--- src/rtl/m_div_seq.sv ---
// m_div_seq: self-sequenced radix-2 restoring divider for DIV/DIVU/REM/REMU.
// Operands are reduced to magnitudes on accept. One quotient bit is produced
// per CALC cycle. Signs are restored in FIX. Divide-by-zero and signed
// overflow bypass the iteration and complete immediately.
module m_div_seq #(
   parameter int XLEN  = 32,
   parameter int TAG_W = 5
) (
   input  logic             clk,
   input  logic             resetn,
   input  logic             in_valid,
   output logic             in_ready,
   input  logic [1:0]       in_op,
   input  logic [XLEN-1:0]  in_a,
   input  logic [XLEN-1:0]  in_b,
   input  logic [TAG_W-1:0] in_tag,
   input  logic             kill,
   output logic             out_valid,
   input  logic             out_ready,
   output logic [XLEN-1:0]  out_result,
   output logic [TAG_W-1:0] out_tag,
   output logic             busy
);

   localparam int CW = $clog2(XLEN);
   localparam logic [XLEN-1:0] MOST_NEG = {1'b1, {(XLEN-1){1'b0}}};

   typedef enum logic [1:0] {IDLE, CALC, FIX, DONE} state_t;

   state_t          state, state_nx;
   logic [CW-1:0]   counter;
   logic            op_rem;
   logic            neg_q, neg_r;
   logic [XLEN-1:0] z, d;
   // The partial remainder always stays below D, so XLEN bits hold it.
   // The extra bit exists only in the shifted/trial values.
   logic [XLEN-1:0] r;

   logic            accept, is_signed, a_neg, b_neg, div_zero, overflow, special;
   logic [XLEN-1:0] special_res;
   logic [XLEN:0]   r_sh, trial;

   // Two's-complement negate (modulo 2^XLEN) when neg is set
   function automatic logic [XLEN-1:0] apply_sign(input logic neg, input logic [XLEN-1:0] v);
      logic signed [XLEN-1:0] sv;
      sv = v;
      return neg ? -sv : sv;
   endfunction

   assign in_ready  = (state == IDLE);
   assign busy      = (state != IDLE);
   assign accept    = in_valid && in_ready && !kill;
   assign is_signed = ~in_op[0];
   assign a_neg     = is_signed & in_a[XLEN-1];
   assign b_neg     = is_signed & in_b[XLEN-1];
   assign div_zero  = (in_b == '0);
   assign overflow  = is_signed && (in_a == MOST_NEG) && (in_b == '1);
   assign special   = div_zero | overflow;
   assign r_sh      = {r, z[XLEN-1]};
   assign trial     = r_sh - {1'b0, d};

   // Result of the single-cycle corner cases
   always_comb begin
      special_res = '0;
      if (div_zero) special_res = in_op[1] ? in_a : '1;
      else          special_res = in_op[1] ? '0   : in_a;
   end

   // State register
   always_ff @(posedge clk) begin
      if (resetn) state <= IDLE;
      else        state <= state_nx;
   end

   // Next-state logic; kill always returns to IDLE
   always_comb begin
      state_nx = state;
      case (state)
         IDLE: if (accept) state_nx = special ? DONE : CALC;
         CALC: if (counter == '0) state_nx = FIX;
         FIX:  state_nx = DONE;
         DONE: if (out_valid && out_ready) state_nx = IDLE;
         default: state_nx = IDLE;
      endcase
      if (kill) state_nx = IDLE;
   end

   // Operand capture, iteration step, sign fix-up and output handshake
   always_ff @(posedge clk) begin
      if (resetn) begin
         out_valid  <= 1'b0;
         out_result <= '0;
         out_tag    <= '0;
         counter    <= '0;
      end else if (kill) begin
         out_valid <= 1'b0;
      end else begin
         case (state)
            IDLE: if (accept) begin
               op_rem  <= in_op[1];
               out_tag <= in_tag;
               neg_q   <= a_neg ^ b_neg;
               neg_r   <= a_neg;
               z       <= apply_sign(a_neg, in_a);
               d       <= apply_sign(b_neg, in_b);
               r       <= '0;
               counter <= CW'(XLEN - 1);
               if (special) begin
                  out_result <= special_res;
                  out_valid  <= 1'b1;
               end
            end
            CALC: begin
               if (!trial[XLEN]) begin
                  r <= trial[XLEN-1:0];
                  z <= {z[XLEN-2:0], 1'b1};
               end else begin
                  r <= r_sh[XLEN-1:0];
                  z <= {z[XLEN-2:0], 1'b0};
               end
               counter <= counter - CW'(1);
            end
            FIX: begin
               out_result <= op_rem ? apply_sign(neg_r, r) : apply_sign(neg_q, z);
               out_valid  <= 1'b1;
            end
            DONE: if (out_valid && out_ready) out_valid <= 1'b0;
            default: ;
         endcase
      end
   end

endmodule

--- config.mk ---
export PLATFORM = sky130hd
export DESIGN_NAME = m_div_seq
export DESIGN_NICKNAME = d
export VERILOG_FILES = /design/src/rtl/m_div_seq.sv
export SDC_FILE = /design/constraint.sdc
export NUM_CORES = 1
export LEC_CHECK = 0
export CORE_MARGIN = 2
export CORE_UTILIZATION = 45
export DETAILED_ROUTE_END_ITERATION = 8
export HOLD_SLACK_MARGIN = 0.03
export PLACE_DENSITY_LB_ADDON = 0.12
export REMOVE_ABC_BUFFERS = 1
export SLEW_MARGIN = 20
export SYNTH_ARGS = -nofsm -noshare
export SYNTH_HDL_FRONTEND = slang
export SYNTH_SLANG_ARGS = --single-unit
--- constraint.sdc ---
create_clock -name clk -period 8.2 [get_ports clk]
set_clock_uncertainty 0.15 [all_clocks]
set_input_delay 0.82 -clock clk [delete_from_list [all_inputs] [get_ports clk]]
set_output_delay 0.82 -clock clk [all_outputs]
set_load 0.01 [all_outputs]
==> flow_summary_export.csv <==
group,metric,value,unit
power_and_ir_drop,cellLeakagePower,4.574,nW
yosys,synth-main-ff-cell,"edfxtp_1",
yosys,synthDominantCellAreaShare,27.66,%
worst_setup_path,worstReg2RegStart,"z[31]",
floorplan,ios,116,
clock_tree,cts_resized,0,
timing,tns,0,ns
worst_setup_path,cp.required,8.23,ns
timing,finalHoldViolations,0,
route,drtIter0Drc,638,
timing,tightest_slew,1.102,ns
timing,fin_hold_ws,0.3460,ns
power_and_ir_drop,p_seq_share,42.3,%
floorplan,die-area,0.02513,sq mm
layout,syn_to_final_growth,18.26,%
route,postRouteAntennaNets,0,
route,vias,9257,
timing,rsz0062_at_grt,"no",
worst_setup_path,worstPathArrival,4.43,ns
flow_run,cap_violations,0,
worst_setup_path,worst-path-stages,14,
power_and_ir_drop,internal-power,1.432,mW
timing,period_share,53.68,%
route,firstDrtPassIters,4,
worst_setup_path,end_kind,"flop",
worst_setup_path,r2r-end,"r[10]",
floorplan,fp.dieW,158.5,microns
worst_setup_path,cpPeakStageDelay,0.50,ns
clock_tree,clock-sinks,144,
route,totalWireLength,28.21,mm
clock_tree,cts_hold_buf,0,
grt,grt_pass1_wl,46.20,mm
yosys,synth_seq_cells,144,
worst_setup_path,cp_cell_sequence,"inv_1 > ha_1 > fa_1 > nand2b_1 > a21oi_1 > o21ai_0 > a21oi_1 > a41o_1 > a311o_1 > a21oi_1 > o311ai_4 > buf_4 > mux2i_1 > nor2b_1",
worst_setup_path,reg2reg_slack,3.80,ns
worst_hold_path,hp-class,"reg -> reg",
worst_setup_path,cp_max_fo,38,
worst_setup_path,cpLargestDelayFamily,"compound AO/OA/AOI/OAI gates",
worst_setup_path,slowest_stage,"buf_4",
route,viasPerCell,5.662,
layout,fill_cells,2226,
power_and_ir_drop,p_per_area,154.6,mW/mm^2
worst_setup_path,endpoint,"r[10]",
place,hpwl,20.10,mm
worst_setup_path,critPathBufInv,2,
floorplan,row_count,56,
place,place_congestion,0.8290,
yosys,yosysTopAreaCell,"edfxtp_1",
yosys,ys_types,69,
yosys,synth_edf_count,99,
clock_tree,cts.path.max_buffers,2,
grt,grt_pass1_vias,9089,
timing,setup_viol,0,
power_and_ir_drop,netSwitchingPower,532.7,uW
timing,slew_headroom,26.53,%
timing,layout_min_cycle_time,4.402,ns
timing,slew_viol_final,0,
power_and_ir_drop,comb_power_share,16.3,%
clock_tree,htreeDepth,4,
timing,setup_ws,3.798,ns
clock_tree,clk_latency,0.43,ns
layout,drive_above_1_share,5.699,%
yosys,synthCells,1223,
power_and_ir_drop,clockPowerShare,41.3,%
timing,fmax,227.2,MHz
route,route.detailed.drc,0,
power_and_ir_drop,peakVddDrop,0.0001140,V
worst_setup_path,critical_path_class,"reg -> reg",
grt,track_usage,23.41,%
run_status,outcome,"finished clean",
layout,nNetsFinal,1424,
clock_tree,cts_tree,"built",
power_and_ir_drop,swShare,27.12,%
yosys,synthTopCellsByCount,"121 x nand2_1, 121 x o21ai_0, 99 x edfxtp_1",
clock_tree,numCtsBuffers,17,
place,dp_slack,3.379,ns
layout,antennaDiodeCount,0,
clock_tree,clockRootBuffer,"clkbuf_16",
worst_setup_path,crit_start,"z[31]",
yosys,synth_area,0.01075,sq mm
yosys,syn_avg_cell_area,8.787,sq um
clock_tree,clk_pin_slew_worst_paths,0.07,ns
worst_setup_path,r2r_cells,14,
yosys,ys_top_cells_by_area,"edfxtp_1 28%, dfxtp_1 8.4%, xnor2_1 6.6%",
worst_setup_path,start_kind,"flop",
grt,antenna_found_initial,0,
yosys,synthArstFlopShare,0,%
grt,gr-total-overflow,0,
yosys,seq_area_frac_synth,36.05,%
floorplan,die-height,158.5,microns
place,portBuffers,115,
clock_tree,cts_setup_buffers,0,
route,wl_per_cell,17.25,microns
grt,grt_max_degree,102,
floorplan,start_util,45.78,%
floorplan,core,0.02347,sq mm
worst_setup_path,path_common_cell,"a21oi_1",
yosys,yosysWarnings,0,
## area by class of cell
| cell class | count | area [sq um] | share of cell area [%] |
|---|---|---|---|
| clock buffers | 19 | 432.9 | 3.407 |
| clock inverters | 13 | 158.9 | 1.250 |
| inverters | 68 | 255.2 | 2.008 |
| multi-input cells | 948 | 6367 | 50.10 |
| flip-flops and latches | 144 | 3874 | 30.48 |
| well taps | 319 | 399.1 | 3.141 |
| repair buffers | 124 | 1221 | 9.609 |
## how the worst min path moves through the flow
stage | startpoint | cells past startpoint | slack [ns] | end
3_3_place_gp | out_tag[0] | 2 | 0.33 | out_tag[0]
3_5_place_dp | out_result[8] | 2 | 0.33 | out_result[8]
2_1_floorplan | state[1] | 2 | 0.33 | state[1]
6_report | out_result[7] | 2 | 0.35 | out_result[7]
4_1_cts | out_result[7] | 2 | 0.35 | out_result[7]
5_1_grt | out_result[22] | 2 | 0.38 | out_result[22]
## per-stage QoR
| step | area [sq um] | instances | power [mW] | utilization (%) |
|---|---|---|---|---|
| finish | 12710 | 1635 | 1.964 | 54.14 |
| global placement | 12100 | 1602 | 1.163 | 51.56 |
| floorplan | 10460 | 1160 | 1.049 | - |
| global route | 12710 | 1635 | 2.046 | 54.14 |
| CTS | 12690 | 1634 | 1.976 | 54.08 |
| detailed placement | 12100 | 1602 | 1.167 | 51.56 |
## power groups by stage
stage                     registers (mW)  logic, mW  clock network (mW)
after floorplan                    0.844      0.205                   0
after global placement             0.847      0.315                   0
after detailed placement           0.848      0.319                   0
after CTS                          0.833      0.321               0.823
after global routing               0.835      0.358               0.854
final                              0.832      0.321               0.812
## flip-flops by register name, indices dropped and copies added, names as in the netlist
signal and flops:
counter 5, d 32, neg_q 1, neg_r 1
op_rem 1, out_result 32, out_tag 5, out_valid 1
r 32, state 2, z 32
## cells in the final DEF, fill, tap and decap left out, types with 30 or more instances in the layout
cell type          n
nand2_1          121
o21ai_0          121
clkdlybuf4s50_1  114
edfxtp_1          99
nor2_1            94
xnor2_1           81
a21oi_1           71
xor2_1            69
inv_1             68
dfxtp_1           45
ha_1              43
mux2i_1           40
nor2b_1           33
o211ai_1          30
## routing by layer
layer | GRT usage (%) | wire, microns | part of all wire [%] | vias to the layer above
met5 | 0 | 0 | 0 | -
met4 | 8.323 | 684 | 2.4 | 0
met3 | 3.974 | 1197 | 4.2 | 37
met2 | 39.03 | 13460 | 48 | 190
met1 | 30.72 | 12860 | 46 | 4450
li1 | - | - | - | 4580
## logic make-up after synthesis
family | count (synthesis) | synth area share [%]
compound gates | 336 | 20.15
xor+xnor | 150 | 12.22
fa+ha+maj | 45 | 5.309
buf+inv | 131 | 5.041
flops | 144 | 36.05
mux | 40 | 3.726
simple gates | 377 | 17.50
## worst reg2reg max path: stages (launching register included)
cell,delay (ns)
edfxtp_1,0.38
inv_1,0.10
ha_1,0.24
fa_1,0.41
nand2b_1,0.19
a21oi_1,0.19
o21ai_0,0.21
a21oi_1,0.45
a41o_1,0.34
a311o_1,0.29
a21oi_1,0.13
o311ai_4,0.22
buf_4,0.50
mux2i_1,0.30
nor2b_1,0.06
Note: power is estimated with default switching activity, not from simulation.
